==> src/rtl/dap_sched_pkg.sv <==
// rtl/dap_sched_pkg.sv - DAP scheduler shared types, command IDs and worker map
package dap_sched_pkg;

    localparam int IDX_W = 4;

    typedef enum logic [1:0] {
        S_IDLE     = 2'd0,
        S_DISPATCH = 2'd1,
        S_BUSY     = 2'd2,
        S_RESP     = 2'd3
    } state_e;

    typedef enum logic [1:0] {
        ST_OK          = 2'd0,
        ST_UNSUPPORTED = 2'd1,
        ST_TIMEOUT     = 2'd2,
        ST_ABORTED     = 2'd3
    } resp_status_e;

    localparam logic [7:0] ID_INFO               = 8'h00;
    localparam logic [7:0] ID_HOST_STATUS        = 8'h01;
    localparam logic [7:0] ID_CONNECT            = 8'h02;
    localparam logic [7:0] ID_DISCONNECT         = 8'h03;
    localparam logic [7:0] ID_TRANSFER_CONFIGURE = 8'h04;
    localparam logic [7:0] ID_TRANSFER           = 8'h05;
    localparam logic [7:0] ID_TRANSFER_BLOCK     = 8'h06;
    localparam logic [7:0] ID_WRITE_ABORT        = 8'h08;
    localparam logic [7:0] ID_DELAY              = 8'h09;
    localparam logic [7:0] ID_SWJ_PINS           = 8'h10;
    localparam logic [7:0] ID_SWJ_CLOCK          = 8'h11;
    localparam logic [7:0] ID_SWJ_SEQUENCE       = 8'h12;
    localparam logic [7:0] ID_SWD_CONFIGURE      = 8'h13;
    localparam logic [7:0] ID_JTAG_SEQUENCE      = 8'h14;
    localparam logic [7:0] ID_JTAG_CONFIGURE     = 8'h15;
    localparam logic [7:0] ID_SWD_SEQUENCE       = 8'h1D;

    typedef struct packed {
        logic             hit;
        logic [IDX_W-1:0] idx;
    } worker_sel_t;

    // The one place that binds command IDs to worker slots.
    function automatic worker_sel_t cmd_to_worker(input logic [7:0] id);
        worker_sel_t s;
        s.hit = 1'b1;
        s.idx = '0;
        case (id)
            ID_INFO:               s.idx = 4'd0;
            ID_CONNECT:            s.idx = 4'd1;
            ID_DISCONNECT:         s.idx = 4'd2;
            ID_TRANSFER:           s.idx = 4'd3;
            ID_SWJ_PINS:           s.idx = 4'd4;
            ID_SWJ_CLOCK:          s.idx = 4'd5;
            ID_SWJ_SEQUENCE:       s.idx = 4'd6;
            ID_SWD_CONFIGURE:      s.idx = 4'd7;
            ID_JTAG_CONFIGURE:     s.idx = 4'd8;
            ID_TRANSFER_BLOCK:     s.idx = 4'd9;
            ID_TRANSFER_CONFIGURE: s.idx = 4'd10;
            ID_HOST_STATUS:        s.idx = 4'd11;
            ID_WRITE_ABORT:        s.idx = 4'd12;
            ID_DELAY:              s.idx = 4'd13;
            ID_JTAG_SEQUENCE:      s.idx = 4'd14;
            ID_SWD_SEQUENCE:       s.idx = 4'd15;
            default:               s.hit = 1'b0;
        endcase
        return s;
    endfunction

endpackage

==> src/rtl/dap_sched_timer.sv <==
// rtl/dap_sched_timer.sv - saturating microsecond counter with limit compare
module dap_sched_timer #(
    parameter logic [31:0] LIMIT = 32'd100000
) (
    input  logic clk,
    input  logic resetn,
    input  logic clear,
    input  logic tick,
    output logic expire
);

    logic [31:0] count;

    always_ff @(posedge clk or negedge resetn) begin
        if (!resetn) begin
            count <= '0;
        end else if (clear) begin
            count <= '0;
        end else if (tick && (count != '1)) begin
            count <= count + 32'd1;
        end
    end

    // Fires on the tick that would make count reach LIMIT; LIMIT of 0 never fires.
    assign expire = (LIMIT != 32'd0) && tick && (count == LIMIT - 32'd1);

endmodule

==> src/rtl/dap_cmd_scheduler.sv <==
// rtl/dap_cmd_scheduler.sv - DAP command dispatcher, stream router and response descriptor
import dap_sched_pkg::*;

module dap_cmd_scheduler #(
    parameter int          NUM_WORKERS = 16,
    parameter int          LEN_W       = 10,
    parameter logic [31:0] TIMEOUT_US  = 32'd100000
) (
    input  logic                         clk,
    input  logic                         resetn,
    input  logic                         us_tick,
    input  logic                         enable,
    input  logic                         dap_in_tvalid,
    input  logic [7:0]                   dap_in_tdata,
    output logic                         dap_in_tready,
    input  logic [NUM_WORKERS-1:0]       worker_tready,
    input  logic [NUM_WORKERS*LEN_W-1:0] worker_len,
    output logic [NUM_WORKERS-1:0]       start,
    input  logic [NUM_WORKERS-1:0]       done,
    output logic                         abort,
    output logic                         busy,
    output logic                         resp_valid,
    input  logic                         resp_ready,
    output logic [7:0]                   resp_cmd,
    output logic [1:0]                   resp_status,
    output logic [LEN_W-1:0]             resp_len
);

    state_e           state, state_d;
    logic [7:0]       cmd_q, cmd_d;
    logic [IDX_W-1:0] idx_q, idx_d;
    logic             hit_q, hit_d;
    resp_status_e     status_q, status_d;
    logic [LEN_W-1:0] len_q, len_d;
    logic             timer_clr;
    logic             timer_expire;
    worker_sel_t      sel;

    dap_sched_timer #(
        .LIMIT (TIMEOUT_US)
    ) u_timer (
        .clk    (clk),
        .resetn (resetn),
        .clear  (timer_clr),
        .tick   (us_tick && (state == S_BUSY)),
        .expire (timer_expire)
    );

    always_ff @(posedge clk or negedge resetn) begin
        if (!resetn) begin
            state    <= S_IDLE;
            cmd_q    <= '0;
            idx_q    <= '0;
            hit_q    <= 1'b0;
            status_q <= ST_OK;
            len_q    <= '0;
        end else begin
            state    <= state_d;
            cmd_q    <= cmd_d;
            idx_q    <= idx_d;
            hit_q    <= hit_d;
            status_q <= status_d;
            len_q    <= len_d;
        end
    end

    always_comb begin
        sel           = cmd_to_worker(dap_in_tdata);
        state_d       = state;
        cmd_d         = cmd_q;
        idx_d         = idx_q;
        hit_d         = hit_q;
        status_d      = status_q;
        len_d         = len_q;
        dap_in_tready = 1'b0;
        start         = '0;
        abort         = 1'b0;
        timer_clr     = 1'b0;
        case (state)
            S_IDLE: begin
                dap_in_tready = enable;
                if (enable && dap_in_tvalid) begin
                    cmd_d     = dap_in_tdata;
                    hit_d     = sel.hit && (32'(sel.idx) < NUM_WORKERS);
                    idx_d     = sel.idx;
                    timer_clr = 1'b1;
                    state_d   = S_DISPATCH;
                end
            end
            S_DISPATCH: begin
                if (hit_q) begin
                    start[idx_q] = 1'b1;
                    state_d      = S_BUSY;
                end else begin
                    status_d = ST_UNSUPPORTED;
                    len_d    = '0;
                    state_d  = S_RESP;
                end
            end
            S_BUSY: begin
                // A done in the same cycle as an abort cause wins.
                dap_in_tready = worker_tready[idx_q];
                if (done[idx_q]) begin
                    len_d    = worker_len[32'(idx_q)*LEN_W +: LEN_W];
                    status_d = ST_OK;
                    state_d  = S_RESP;
                end else if (!enable) begin
                    abort    = 1'b1;
                    status_d = ST_ABORTED;
                    len_d    = '0;
                    state_d  = S_RESP;
                end else if (timer_expire) begin
                    abort    = 1'b1;
                    status_d = ST_TIMEOUT;
                    len_d    = '0;
                    state_d  = S_RESP;
                end
            end
            S_RESP: begin
                if (resp_ready) begin
                    state_d = S_IDLE;
                end
            end
            default: state_d = S_IDLE;
        endcase
    end

    assign busy        = (state != S_IDLE);
    assign resp_valid  = (state == S_RESP);
    assign resp_cmd    = cmd_q;
    assign resp_status = status_q;
    assign resp_len    = len_q;

endmodule

==> config.mk <==
export PLATFORM = sky130hd
export DESIGN_NAME = dap_cmd_scheduler
export DESIGN_NICKNAME = d
export VERILOG_FILES = /design/src/rtl/dap_sched_pkg.sv /design/src/rtl/dap_sched_timer.sv /design/src/rtl/dap_cmd_scheduler.sv
export SDC_FILE = /design/constraint.sdc
export NUM_CORES = 1
export LEC_CHECK = 0
export CAP_MARGIN = 15
export CORE_UTILIZATION = 42
export CTS_BUF_LIST = sky130_fd_sc_hd__clkbuf_4 sky130_fd_sc_hd__clkbuf_8
export CTS_CLUSTER_DIAMETER = 100
export DETAILED_ROUTE_END_ITERATION = 6
export PLACE_DENSITY = 0.84
export SETUP_SLACK_MARGIN = 0.05
export SLEW_MARGIN = 15
export SYNTH_ARGS = -nofsm -noshare
export SYNTH_HDL_FRONTEND = slang
export SYNTH_SLANG_ARGS = --single-unit
==> constraint.sdc <==
create_clock -name clk -period 3.4 [get_ports clk]
set_clock_uncertainty 0.2 [all_clocks]
set_input_delay 0.68 -clock clk [delete_from_list [all_inputs] [get_ports clk]]
set_output_delay 0.68 -clock clk [all_outputs]
set_load 0.005 [all_outputs]
**After elaboration in Yosys (flattened, before gate mapping)**

Cells that the tools add are included.

- $add $sub $neg: 1
- Multipliers: 1
- $lt $le $gt $ge: 2
- Eq/ne operators: 24
- Shift-type cells: 1
- Muxes and demuxes: 36
- Reduce and logical (&&, ||, !) cells: 14

Operator list:

| cell | count |
|---|---|
| variable part select 160 x 9 -> 10 bit | 1 |
| 2-to-1 mux 32 bit | 2 |
| one-hot mux 4 bit (15 select lines) | 1 |
| equality test 8 x 5 -> 1 bit, second input constant | 7 |
| 2-to-1 mux 10 bit | 4 |
| adder 32 x 1 -> 32 bit, second input constant | 1 |
| equality test 32 x 17 -> 1 bit, second input constant | 1 |
| 2-to-1 mux 16 bit | 2 |
| != test 32 bit, second input constant | 1 |
| equality test 8 x 3 -> 1 bit, second input constant | 3 |
| one-hot mux 10 bit (2 select lines) | 1 |
| 2-to-1 mux 2 bit | 9 |
| equality test 8 x 2 -> 1 bit, second input constant | 2 |
| equality test 8 x 4 -> 1 bit, second input constant | 2 |
| OR reduction 16 bit | 1 |
| 2-to-1 mux 1 bit | 11 |
| binary-select mux 1 bit (select 4 bit) | 2 |
| equality test 8 x 1 -> 1 bit, second input constant | 1 |
| logical NOT 8 bit | 1 |
| one-hot mux 2 bit (4 select lines) | 1 |
| multiplier 4 x 3 -> 7 bit, second input constant | 1 |
| AND reduction 3 bit | 2 |
| nonzero test 2 bit | 3 |
| logical AND 1 bit | 5 |
| other kinds (12) | 14 |

- Flip-flop bits (word level): 59
- Input bits: 206
- Output and inout bits: 40
- Logic and storage cells: 86

**Logic depth before layout (Yosys ltp)**

Gate-level depths: netlist of the first run.

- Depth in word-level cells: 7
- Mapped depth: 9
- Mapped depth without buffers: 8

**Modules after synthesis**

From an unflattened synthesis of the first run, not the netlist that was laid out.

- Cell total of the unflattened synthesis: 442
- Area total of the unflattened synthesis: 4820.9 um^2

By module, submodules not included:

| module | instances | cells each | area an instance (um^2) | seq. area each (um^2) |
|---|---|---|---|---|
| dap_cmd_scheduler | 1 | 232 | 2894.0 | 675.6 |
| dap_sched_timer | 1 | 210 | 1926.8 | 800.8 |

**Worst setup path after synthesis of the first run**

No wires, ideal clock.

- Kind: register to output
- Start: register state[0]
- End: output port abort
- Arrival time: 1.956 ns
- Data required time: 2.520 ns
- Slack: 0.564 ns
- Cell stages (with the launch flop): 7
- Buffers on the path: 0
- Path through: dfrtp_1 > inv_1 > ha_1 > nand3_1 > or4_1 > o31ai_1 > and3_1

- Cells in the longest elaborated chain, start to end: 7

RTL lines:

| what | line | text |
|---|---|---|
| from (decl) | dap_cmd_scheduler.sv:29 | `state_e state, state_d;` |
| from (signal assigned) | dap_cmd_scheduler.sv:58 | `state <= state_d;` |
| equality test 2 bit * | dap_cmd_scheduler.sv:45, dap_cmd_scheduler.sv:79 |  |
| logical AND 1 bit | dap_cmd_scheduler.sv:45 | `.tick (us_tick && (state == S_BUSY)),` |
| logical AND 1 bit | dap_sched_timer.sv:25 | `assign expire = (LIMIT != 32'd0) && tick && (count == LIMIT - 32'd1);` |
| 2-to-1 mux 1 bit | dap_cmd_scheduler.sv:112 | `end else if (timer_expire) begin` |
| 2-to-1 mux 1 bit | dap_cmd_scheduler.sv:107 | `end else if (!enable) begin` |
| 2-to-1 mux 1 bit | dap_cmd_scheduler.sv:103 | `if (done[idx_q]) begin` |
| 2-to-1 mux 1 bit * | dap_cmd_scheduler.sv:79 | `case (state)` |
| to (decl) | dap_cmd_scheduler.sv:20 | `output logic abort,` |

Every way passes the cells marked *; elsewhere a longest branch is shown, timed or not.

**Final worst setup path of the first run**

- Start: input port worker_tready[11]
- End: output port dap_in_tready

- Cells in the longest elaborated chain, start to end: 3

RTL lines:

| what | line | text |
|---|---|---|
| from (decl) | dap_cmd_scheduler.sv:16 | `input logic [NUM_WORKERS-1:0] worker_tready,` |
| binary-select mux 1 bit (select 4 bit) | dap_cmd_scheduler.sv:102 | `dap_in_tready = worker_tready[idx_q];` |
| 2-to-1 mux 1 bit (implied by the code) | dap_cmd_scheduler.sv:102 |  |
| one-hot mux 1 bit (2 select lines) | dap_cmd_scheduler.sv:79 |  |
| to (decl) | dap_cmd_scheduler.sv:15 | `output logic dap_in_tready,` |

No other way between the ends. The select of a mux whose other input is x is not followed.

==> results of run 1 <==
## layout make-up
type	count	share of cell area (%)
multi-input combinational	394	40.7
timing repair buffer	267	34.1
sequential	59	19.3
tap	140	2.29
clock buffer	12	1.99
clock inverter	4	0.963
inverter	12	0.588
## power groups by stage
| stage | logic (mW) | clock network [mW] | registers (mW) |
|---|---|---|---|
| 2_1_floorplan | 0.988 | 0 | 0.963 |
| 3_3_place_gp | 1.75 | 0 | 1.03 |
| 3_5_place_dp | 1.81 | 0 | 1.04 |
| 4_1_cts | 1.81 | 0.743 | 1.03 |
| 5_1_grt | 1.98 | 0.779 | 1.05 |
| 6_report | 1.83 | 0.729 | 1.03 |
## sequential cells by signal, summed over array words and instances, names as in the netlist
signal / count
hit_q: 1
idx_q: 4
resp_cmd: 8
resp_len: 10
resp_status: 2
state: 2
u_timer.count: 32
## worst paths after layout
path | start | cells after the start | endpoint | slack, ps
worst min-delay path | resetn | 1 | u_timer.count[1]$_DFFE_PN0P_ | 140
max in group asynchronous | resetn | 2 | idx_q[0]$_DFFE_PN0P_ | 2130
worst max register to register | state[0]$_DFFE_PN0P_ | 8 | u_timer.count[31]$_DFFE_PN0P_ | 670
min in group clk | resp_cmd[7]$_DFFE_PN0P_ | 2 | resp_cmd[7]$_DFFE_PN0P_ | 280
worst max-delay path | worker_tready[11] | 6 | dap_in_tready | 110
worst min register to register | resp_cmd[7]$_DFFE_PN0P_ | 2 | resp_cmd[7]$_DFFE_PN0P_ | 280
## cells by family (layout without fill, tap and decap cells)
group | after synthesis | count (layout)
compound gates | 85 | 85
xor+xnor | 21 | 21
fa+ha+maj | 6 | 6
buf+inv | 47 | 295
flops | 59 | 59
mux | 67 | 67
simple gates | 215 | 215
## metal layers
metal / part of all wire, % / vias up / wire length [µm] / track usage, %
met5: 0 / - / 0 / 0
met4: 2.0 / 0 / 379 / 7.72
met3: 10 / 31 / 1900 / 11.7
met2: 47 / 278 / 8880 / 52.8
met1: 41 / 2488 / 7680 / 41.9
li1: - / 2337 / - / -
## cells in the final DEF, fill, tap and decap left out, drive strengths merged, types with 3 or more instances in the layout
master / count
inv: 12
nand3: 18
dfrtp: 59
xnor2: 4
and4: 5
nor2: 51
a31oi: 11
and2: 3
nor4: 3
ha: 6
a21oi: 16
mux4: 46
and3: 8
nand4: 12
clkdlybuf4s50: 242
mux2: 3
nor4b: 4
nor3: 7
nand2: 68
nor2b: 15
o21ai: 35
nand3b: 3
xor2: 17
mux2i: 18
buf: 23
a211oi: 5
or3: 10
clkbuf: 13
## repair_timing
action                                 4_1_cts  5_1_grt
endpoints found under the hold margin        0        0
gates cloned                                 0        0
pin swaps                                    3        0
setup endpoints to repair                    2        4
setup buffers                                0        1
gates resized for setup                      3        6
## stage by stage
stage	area [µm²]	TNS (ps)	power (mW)
CTS	7640	-1.37	3.58
global placement	7410	-363	2.78
global route	7660	0	3.81
finish	7660	0	3.59
detailed placement	7410	-456	2.84
floorplan	4780	0	1.95
## synth_stat cells (8+ instances only)
master    number
nand2_1       68
dfrtp_1       59
nor2_1        51
mux4_2        46
o21ai_0       26
clkbuf_1      19
mux2i_1       18
nand3_1       18
xor2_1        17
a21oi_1       16
nor2b_1       15
inv_1         12
a31oi_1       11
nand4_1       11
or3_1         10
buf_2          9
o21ai_1        9
and3_1         8
==> results.py, run 1 <==
metrics = {
    "power_and_ir_drop": {
        "peakVddDrop_mv": 0.338,
        "internal-power_mw": 2.29,
        "power_frac_comb_pct": 51.0,
        "powerDensity_mw_per_mm2": 468,
        "leakagePower_nw": 2.97,
        "p_sw_mw": 1.30,
        "p_seq_share_pct": 28.7,
        "clockPowerShare_pct": 20.3,
        "switching_share_pct": 36.3,
    },
    "critical_path": {
        "cp_max_fo": 1,
        "worstPathCellList": "clkdlybuf4s50_1 -> mux4_2 -> mux4_2 -> nand2_1 -> o21ai_0 -> clkdlybuf4s15_1",
        "required_ps": 2520,
        "crit_type": "primary input to output port",
        "crit_top_cell": "mux4_2",
        "crit_path_top_delay_cell": "mux4_2",
        "end_kind": "output port",
        "start_kind": "primary input",
        "crit_arrival_ps": 2410,
        "critPathMaxStageDelay_ps": 470,
        "crit_family": "multiplexers",
        "path_buf_inv": 2,
    },
    "layout": {
        "register_area_mm2": 0.00148,
        "stdcell_count": 888,
        "post-route-util_pct": 69.8,
        "finalNetCount": 955,
        "drive_above_1_share_pct": 13.6,
        "n_antenna_cell": 0,
        "syn_to_final_growth_pct": 60.2,
        "multiInputGateArea_mm2": 0.00312,
        "fillers": 839,
    },
    "cts": {
        "clkTransAtPathRegs_ps": 70,
        "clockRootBuffer": "clkbuf_8",
        "cts_tree": "yes",
        "cts_hold_buf": 0,
        "cts.sinks": 59,
        "h-tree-depth": 3,
        "clk_latency_ps": 350,
        "cts_buffer_depth": 2,
        "cts_buffers": 9,
    },
    "global_route": {
        "grt_pass1_wl_um": 28100,
        "gr-total-overflow": 0,
        "grt_max_degree": 31,
        "global_route.usage.total_pct": 32.7,
        "grt_pass1_vias": 5114,
        "antenna_found_initial": 0,
    },
    "sta": {
        "fmaxAchievable_ghz": 0.304,
        "hold_ws_ps": 142,
        "finalCriticalPeriod_ps": 3290,
        "tightest_slew_ps": 749,
        "rsz0062_at_grt": "false",
        "setup_viol": 0,
        "fin_ws_ps": 114,
        "fin_crit_sh_pct": 96.7,
        "final_max_slew_viol_count": 0,
        "maxSlewHeadroom_pct": 49.8,
        "finalHoldViolCount": 0,
    },
    "synthesis": {
        "synth_flop_cell": "dfrtp_1",
        "async_flop_share_pct": 100,
        "synth_edf_count": 0,
        "synth_compound_area_share_pct": 10.9,
        "synth_top_cell_area_share_pct": 30.9,
        "synthCells": 500,
        "yosys-top-cells-area": "dfrtp_1 (31%), mux4_2 (22%), nand2_1 (5.3%), nor2_1 (4.0%), mux2i_1 (3.8%)",
        "yosysTopAreaCell": "dfrtp_1",
        "synth.distinct_cells": 55,
        "avgSynthCellArea_um2": 9.57,
        "yosys_warnings": 0,
        "synth_top_family_by_area": "multiplexers",
        "muxShareOfSynthArea_pct": 26.1,
        "yosys.area_share.simple_pct": 22.4,
        "synth-seq-area-share_pct": 30.9,
        "synthAdderAreaFrac_pct": 1.57,
        "synth_xor_area_share_pct": 3.85,
        "netlist_area_mm2": 0.00478,
        "synthesis.nets": 712,
        "synth-seq-cells": 59,
    },
    "placement": {
        "port-buffer-count": 245,
        "place_hpwl_um": 15500,
        "dp_cells": 871,
        "pre_cts_ws_ps": -320,
        "gp_congestion": 0.935,
    },
    "route": {
        "routedWlPerCell_um": 21.2,
        "drc": 0,
        "antenna_left": 0,
        "firstDrtPassIters": 5,
        "wl_um": 18800,
        "vias": 5134,
        "drtIter0Drc": 453,
        "viasPerCell": 5.78,
    },
    "floorplan": {
        "num_rows": 38,
        "core_area_mm2": 0.0110,
        "io_pins": 246,
        "dieWidth_um": 109,
        "initial_utilization_pct": 43.6,
        "die_y_um": 109,
        "die_area_mm2": 0.0118,
    },
    "worst_hold_path": {
        "min_path_type": "primary input to async pin",
    },
    "run": {
        "cap_viol_max_count": 0,
    },
    "status": {
        "status": "finished clean",
    },
}
Power figures use the tool's default switching activity.
==> run 2: changes to the inputs <==
- CTS_CLUSTER_SIZE: default -> 20
- SKIP_CTS_REPAIR_TIMING: default -> 1
- TNS_END_PERCENT: default -> 100
==> results.py, run 2 (synthesis results as in run 1) <==
metrics = {
    "sta": {
        "fmaxAchievable_ghz": 0.304,
        "tightest_slew_ps": 750,
        "setup_viol": 0,
        "finalCriticalPeriod_ps": 3290,
        "fin_crit_sh_pct": 96.6,
        "maxSlewHeadroom_pct": 49.8,
        "finalHoldViolCount": 0,
        "rsz0062_at_grt": "false",
        "final_max_slew_viol_count": 0,
        "setup_tns_ps": 0,
    },
    "run": {
        "cap_viol_max_count": 0,
    },
    "floorplan": {
        "num_rows": 38,
        "die_y_um": 109,
        "io_pins": 246,
        "dieWidth_um": 109,
        "core_area_mm2": 0.0110,
        "initial_utilization_pct": 43.6,
        "die_area_mm2": 0.0118,
    },
    "layout": {
        "regMostFlops": "u_timer.count",
        "final_cell_mix": "clkdlybuf4s50_1 (242), nand2_1 (68), dfrtp_1 (57), nor2_1 (51), mux4_2 (46)",
        "stdcell_count": 888,
        "n_antenna_cell": 0,
        "final_common_cell": "clkdlybuf4s50_1",
        "finalNetCount": 955,
        "final_area_mm2": 0.00769,
        "syn_to_final_growth_pct": 60.7,
        "largest_reg_flops": 32,
        "drive_above_1_share_pct": 13.8,
    },
    "global_route": {
        "global_route.usage.total_pct": 32.7,
        "gr-total-overflow": 0,
        "grt_pass1_vias": 5105,
        "grt_pass1_wl_um": 28100,
        "grt_max_degree": 31,
        "antenna_found_initial": 0,
    },
    "route": {
        "vias": 5121,
        "drtIter0Drc": 434,
        "antenna_left": 0,
        "viasPerCell": 5.77,
        "drc": 0,
        "firstDrtPassIters": 5,
        "routedWlPerCell_um": 21.2,
        "wl_um": 18800,
    },
    "cts": {
        "cts_buffers": 9,
        "cts_buffer_depth": 2,
        "cts.sinks": 59,
        "h-tree-depth": 3,
        "cts_tree": "yes",
        "clk_latency_ps": 350,
        "clockRootBuffer": "clkbuf_8",
        "clkTransAtPathRegs_ps": 60,
    },
    "power_and_ir_drop": {
        "power_frac_comb_pct": 50.9,
        "internal-power_mw": 2.28,
        "powerDensity_mw_per_mm2": 466,
        "clockPowerShare_pct": 20.4,
        "leakagePower_nw": 3.00,
        "peakVddDrop_mv": 0.338,
        "p_seq_share_pct": 28.7,
        "switching_share_pct": 36.3,
        "p_sw_mw": 1.30,
    },
    "placement": {
        "port-buffer-count": 245,
        "place_hpwl_um": 15500,
        "dp_cells": 871,
        "gp_congestion": 0.935,
        "place_area_mm2": 0.00741,
    },
    "critical_path": {
        "crit_arrival_ps": 2410,
        "cp_max_fo": 2,
        "end_kind": "output port",
        "crit_type": "primary input to output port",
        "required_ps": 2520,
        "start_kind": "primary input",
    },
    "status": {
        "status": "finished clean",
    },
    "worst_hold_path": {
        "min_path_type": "primary input to async pin",
    },
}
[run 2: cell count changes in the layout (fill, tap and decap cells not counted), sizes merged]
cell,before,now
clkbuf,13,12
clkdlybuf4s15,1,0
dlymetal6s2s,0,2
[run 2: routing by layer]
layer / up-vias / wire (µm) / global-route usage (%)
met2: 267 / 8900 / 52.8
met1: 2484 / 7610 / 41.9
met5: - / 0 / 0
met4: 0 / 350 / 7.63
met3: 29 / 1930 / 11.7
li1: 2341 / - / -
[run 2: power groups by stage]
stage,clock network [mW],logic (mW),registers (mW)
final,0.729,1.82,1.03
after CTS,0.743,1.81,1.03
after floorplan,0,0.988,0.963
after detailed placement,0,1.81,1.04
after global placement,0,1.75,1.03
after global routing,0.779,1.98,1.05
[run 2: critical path, cell delays in order]
cell and delay [ps]:
clkdlybuf4s50_1 470, mux2i_1 80, mux4_2 470, or2_4 240, and2_4 150, and3_1 160, dlymetal6s2s_1 140
[run 2: final timing paths]
kind	startpoint	end	slack, ps	depth (start not counted)
worst max-delay path	done[7]	abort	110	7
worst min-delay path	resetn	u_timer.count[1]$_DFFE_PN0P_	140	1
worst max register to register	state[0]$_DFFE_PN0P_	resp_status[0]$_DFFE_PN0P_	680	10
worst min register to register	resp_cmd[7]$_DFFE_PN0P_	resp_cmd[7]$_DFFE_PN0P_	280	2
max in group asynchronous	resetn	idx_q[0]$_DFFE_PN0P_	2120	2
min in group clk	resp_cmd[7]$_DFFE_PN0P_	resp_cmd[7]$_DFFE_PN0P_	280	2
[run 2: area by class of cell]
class | instances | area [µm²]
fillers | 833 | 3300
well taps | 140 | 175
flip-flops and latches | 59 | 1480
multi-input cells | 394 | 3130
inverters | 12 | 45.0
clock inverters | 4 | 73.8
clock buffers | 12 | 153
repair buffers | 267 | 2630
[run 2: per-stage QoR]
stage | power [mW] | setup WS (ps) | util [%] | hold WS (ps)
after floorplan | 1.95 | 564 | - | 184
after global placement | 2.78 | -290 | 67.5 | 260
after detailed placement | 2.84 | -320 | 67.5 | 269
after CTS | 3.58 | -340 | 69.5 | 143
after global routing | 3.80 | 59.0 | 70.0 | 169
final | 3.58 | 114 | 70.0 | 143
==> run 3: changes to the inputs <==
- CTS_CLUSTER_DIAMETER: 100 -> 120
==> results of run 3 <==
Final layout, timing and power as in run 2 (identical DEF).
